**config.mk**
```make
export PLATFORM = sky130hd
export DESIGN_NAME = machine_panel_input
export DESIGN_NICKNAME = d
export VERILOG_FILES = /design/src/rtl/machine_pkg.sv /design/src/rtl/machine_debounce_bit.sv /design/src/rtl/machine_panel_input.sv
export SDC_FILE = /design/constraint.sdc
export NUM_CORES = 1
export LEC_CHECK = 0
export ABC_AREA = 1
export BUFFER_PORTS_ARGS = -buffer_cell sky130_fd_sc_hd__buf_4
export CORE_MARGIN = 1
export CORE_UTILIZATION = 30
export CTS_BUF_LIST = sky130_fd_sc_hd__clkbuf_8
export CTS_CLUSTER_DIAMETER = 80
export DETAILED_ROUTE_END_ITERATION = 16
export PLACE_DENSITY_LB_ADDON = 0.15
export SYNTH_ARGS = -nofsm -noshare
export SYNTH_HDL_FRONTEND = slang
export SYNTH_SLANG_ARGS = --single-unit
```
**constraint.sdc**
```tcl
create_clock -name system1000 -period 1.7 [get_ports system1000]
set_input_delay 0.085 -clock system1000 [delete_from_list [all_inputs] [get_ports system1000]]
set_output_delay 0.085 -clock system1000 [all_outputs]
set_load 0.05 [all_outputs]
```
**src/rtl/machine_pkg.sv**
```systemverilog
// Shared front-panel constants for the Machine CPU step and its input conditioner.
// The CPU decodes panel_word using the same field positions.
package machine_pkg;

    localparam int PANEL_SW_W   = 8;
    localparam int PANEL_BTN_W  = 4;
    localparam int PANEL_WORD_W = PANEL_SW_W + PANEL_BTN_W;
    localparam int PANEL_SW_LSB  = 4;
    localparam int PANEL_BTN_LSB = 0;
    localparam int BTN_WRITE     = 0;

    typedef struct packed {
        logic [PANEL_SW_W-1:0]  sw;
        logic [PANEL_BTN_W-1:0] btn;
    } panel_word_t;

    function automatic logic [PANEL_WORD_W-1:0] pack_panel(
        input logic [PANEL_SW_W-1:0]  sw,
        input logic [PANEL_BTN_W-1:0] btn
    );
        panel_word_t pw;
        pw.sw  = sw;
        pw.btn = btn;
        return pw;
    endfunction

endpackage

```
**src/rtl/machine_debounce_bit.sv**
```systemverilog
// One panel bit: synchroniser chain, optional inversion, debounce counter, stable reg.
// The stable level only moves after DEBOUNCE_CYCLES consecutive disagreeing samples.
module machine_debounce_bit #(
    parameter int SYNC_STAGES     = 2,
    parameter int DEBOUNCE_CYCLES = 50000,
    parameter int CNT_W           = 16,
    parameter bit SYNC_RST        = 1'b0,
    parameter bit INVERT          = 1'b0
) (
    input  logic clk,
    input  logic rst_n,
    input  logic raw,
    output logic stable
);

    localparam logic [CNT_W-1:0] LAST = CNT_W'(DEBOUNCE_CYCLES - 1);

    logic [SYNC_STAGES-1:0] sync_q;
    logic [CNT_W-1:0]       cnt;
    logic                   synced;

    always_ff @(posedge clk or negedge rst_n) begin
        if (!rst_n) begin
            sync_q <= {SYNC_STAGES{SYNC_RST}};
        end else begin
            sync_q <= {sync_q[SYNC_STAGES-2:0], raw};
        end
    end

    // Inversion sits after the last stage so the reset level reads as released.
    assign synced = sync_q[SYNC_STAGES-1] ^ INVERT;

    always_ff @(posedge clk or negedge rst_n) begin
        if (!rst_n) begin
            cnt    <= '0;
            stable <= 1'b0;
        end else if (synced == stable) begin
            cnt <= '0;
        end else if (cnt == LAST) begin
            stable <= synced;
            cnt    <= '0;
        end else begin
            cnt <= cnt + 1'b1;
        end
    end

endmodule

```
**src/rtl/machine_panel_input.sv**
```systemverilog
// Front-panel conditioner: debounced switches plus one-shot button pulses,
// packed into the 12-bit CPU input word {sw_stable, btn_pulse}.
module machine_panel_input
    import machine_pkg::*;
#(
    parameter int SYNC_STAGES     = 2,
    parameter int DEBOUNCE_CYCLES = 50000,
    parameter int CNT_W           = 16,
    parameter int BTN_ACTIVE_LOW  = 1
) (
    input  logic                    system1000,
    input  logic                    system1000_rstn,
    input  logic [PANEL_SW_W-1:0]   sw_raw,
    input  logic [PANEL_BTN_W-1:0]  btn_raw,
    output logic [PANEL_SW_W-1:0]   sw_stable,
    output logic [PANEL_BTN_W-1:0]  btn_level,
    output logic [PANEL_BTN_W-1:0]  btn_pulse,
    output logic [PANEL_WORD_W-1:0] panel_word
);

    logic [PANEL_WORD_W-1:0] raw_word;
    logic [PANEL_WORD_W-1:0] stable_word;
    logic [PANEL_BTN_W-1:0]  level_d;

    assign raw_word = pack_panel(sw_raw, btn_raw);

    for (genvar i = 0; i < PANEL_WORD_W; i++) begin : g_bit
        localparam bit IS_BTN = (i < PANEL_SW_LSB);
        localparam bit INV    = IS_BTN && (BTN_ACTIVE_LOW != 0);

        machine_debounce_bit #(
            .SYNC_STAGES     (SYNC_STAGES),
            .DEBOUNCE_CYCLES (DEBOUNCE_CYCLES),
            .CNT_W           (CNT_W),
            .SYNC_RST        (INV),
            .INVERT          (INV)
        ) u_bit (
            .clk    (system1000),
            .rst_n  (system1000_rstn),
            .raw    (raw_word[i]),
            .stable (stable_word[i])
        );
    end

    assign sw_stable = stable_word[PANEL_SW_LSB +: PANEL_SW_W];
    assign btn_level = stable_word[PANEL_BTN_LSB +: PANEL_BTN_W];

    // Rising edge of the debounced level only: no pulse on release or hold.
    always_ff @(posedge system1000 or negedge system1000_rstn) begin
        if (!system1000_rstn) begin
            level_d   <= '0;
            btn_pulse <= '0;
        end else begin
            level_d   <= btn_level;
            btn_pulse <= btn_level & ~level_d;
        end
    end

    assign panel_word = pack_panel(sw_stable, btn_pulse);

endmodule

```
==> run metrics <==
Reg area=5916 µm²; root buffer cell=clkbuf_8; Sink Count=between 200 and 250; Slew Limit Fails=0; final net count=1,662; # setup viols final=0; Final WS setup=about 0.22 ns; DP HPWL=around 18,000 µm; multiplexer share of the synthesized area=0; Die H=204.6 µm; leakage power=about 6.7 nW; Fill cells=around 4,100; Peak VDD IR=about 0.47 mV; most frequent cells in the layout=396 x nor2_1, 295 x nand2_1, 228 x dfrtp_1, 185 x inv_1, 130 x nand3_1; first-pass iteration count of the detailed router=4; largest family of logic cells by synthesized area=simple AND/OR/NAND/NOR gates; FF-to-FF path depth=6; Residual DRC=0; Die W=between 200 and 250 µm; post-synthesis cell type count=31; pwr/cell area=818.1 nW/µm²; pin count of the biggest net entering global routing=between 50 and 60; CTS Buf Count=46; io pins=42; Fmax=around 670 MHz; DP Area=approximately 13,000 µm²; Synth Register Bits=approximately 240; Vias=~9,900; mean post-synth cell area=7.947 µm²; GRT Overall Usage=0.1362; Hold-fix buffers, CTS=13; RSZ-0062 raised after global routing=no; worst hold margin=approximately 0.033 ns; total grt overflow=0; port bufs=slightly above 40; H-tree levels=2; dpl ws=around 0.22 ns; post-route ant nets=0; post-CTS sizing=0; post-layout min period=between 1 and 1.5 ns; final non-filler cell area=roughly 14,000 µm²; Relative slew margins=0.6268; clk_skew=0.02215 ns; share of layout cells above drive strength 1=0.1222; die outline area=between 40,000 and 50,000 µm²; final period utilization=0.8723; CTS max path bufs=3; sequential area share after synthesis=0.4805; layout-stage area growth over the synthesis result=15.43%; Critical Path AT=around 1.9 ns; total power=11.62 mW; drt initial violations=a little over 500; Worst-path clk slew=approximately 0.06 ns; core area=between 40,000 and 50,000 µm²; Synth Area in Simple Gates=0.3347; synthesized netlist cell count=1,549; post-synthesis compound-gate area fraction=0.03984; Post-Synth XOR/XNOR Area=0.06657; ANT cells=0; Total Wirelength=about 26,000 µm; area of the multi-input gates=approximately 5600 µm²; CP max FO=6; HP Class=in -> async; area share of fa/ha/maj cells after synthesis=0.01220; initial antenna violation count=0; most common cell after layout, fill and taps aside=nor2_1; post-route setup TNS=0 ns; CTS tree=yes; row cnt=73; Post-Syn Area=approximately 12,000 µm²; clk_lat worst skew=around 0.58 ns; gpl congestion=about 0.8; critical path class=reg -> reg; Post-Syn Nets=about 1,600; crit path launch type=register; Tightest Pin Transition=0.5558 ns; Initial Util=0.3070; status=complete, no violations; CP Data Required Time=roughly 2.2 ns; vias in the first global route=9,779; Routed WL per cell=11.92 µm; Final Hold Fails=0; crit end category=register; setup bufs post-CTS=0; Ys Warns=0; first-pass GRT wire length=roughly 47,000 µm; max cap viols=0; vias per inst=roughly 4.5
[critical path, cell delays in order, from the launching register on]
cell and delay (ns):
dfrtp_1 0.38, ha_1 0.25, nand3_1 0.18, nor3_2 0.20, nand2_2 0.14, nand2_2 0.15, nor2_1 0.06
[through the flow]
stage / std cells / utilization
6_report: 2195 / 0.3544
5_1_grt: 2195 / 0.3544
4_1_cts: 2195 / 0.3544
3_5_place_dp: 2100 / 0.3297
3_3_place_gp: 2100 / 0.3297
2_1_floorplan: 1549 / -
[where the power goes]
part | internal (mW) | switching [mW] | total [mW]
Clock | 2.87 | 2.48 | 5.35
Sequential | 5.73 | 0.0871 | 5.82
Combinational | 0.164 | 0.290 | 0.455
Total | 8.76 | 2.86 | 11.6
[cells by family after synthesis]
group	after synthesis
xor gates and xnor gates	85
buffers and inverters	193
DFF	236
and+or+nand+nor	939
AOI/OAI and AO/OA	84
adders and majority gates	12
[registers in the layout (all words and copies together) (netlist names)]
register,count
level_d,4
btn_pulse,4
g_bit.u_bit.sync_q,24
g_bit.u_bit.stable,12
g_bit.u_bit.cnt,192
[per-layer routing]
| layer | part of all wire | GRT usage |
|---|---|---|
| met4 | 0.026 | 0.05464 |
| met5 | 0 | 0 |
| met2 | 0.44 | 0.2120 |
| met3 | 0.042 | 0.02752 |
| met1 | 0.49 | 0.1844 |
[path summary, 6_finish.rpt]
kind | from | slack, ns | end
setup / recovery | g_bit[10].u_bit.cnt[0] | 0.22 | g_bit[10].u_bit.cnt[8]
hold / removal | system1000_rstn | 0.03 | g_bit[5].u_bit.cnt[13]
setup reg to reg | g_bit[10].u_bit.cnt[0] | 0.22 | g_bit[10].u_bit.cnt[8]
hold reg to reg | g_bit[11].u_bit.sync_q[0] | 0.34 | g_bit[11].u_bit.sync_q[1]
max in group asynchronous | system1000_rstn | 0.97 | g_bit[1].u_bit.sync_q[1]
min in group system1000 | btn_raw[3] | 0.14 | g_bit[3].u_bit.sync_q[0]
[cell type report]
type / count / share of cell area
clock buffers: 54 / 0.05230
clock inverters: 28 / 0.008189
well taps: 525 / 0.04623
flip-flops and latches: 236 / 0.4163
inverters: 169 / 0.04464
multi-input cells: 1120 / 0.3927
repair buffers: 63 / 0.03962
[synth_stat cells (all sizes together)]
cell type | n | area share
inv | 169 | 0.052
xor2 | 55 | 0.043
o21bai | 17 | 0.010
dfstp | 8 | 0.017
dfrtp | 228 | 0.46
nand4 | 34 | 0.017
nand3 | 138 | 0.059
o21ai | 21 | 0.0085
nor3 | 19 | 0.014
a21o | 4 | 0.0024
buf | 24 | 0.015
a31oi | 14 | 0.0071
nand3b | 3 | 0.0018
nor2 | 413 | 0.13
a21oi | 28 | 0.011
nand2 | 323 | 0.10
nor3b | 9 | 0.0067
xnor2 | 30 | 0.023
ha | 12 | 0.012
Power figures use the tool's default switching activity.
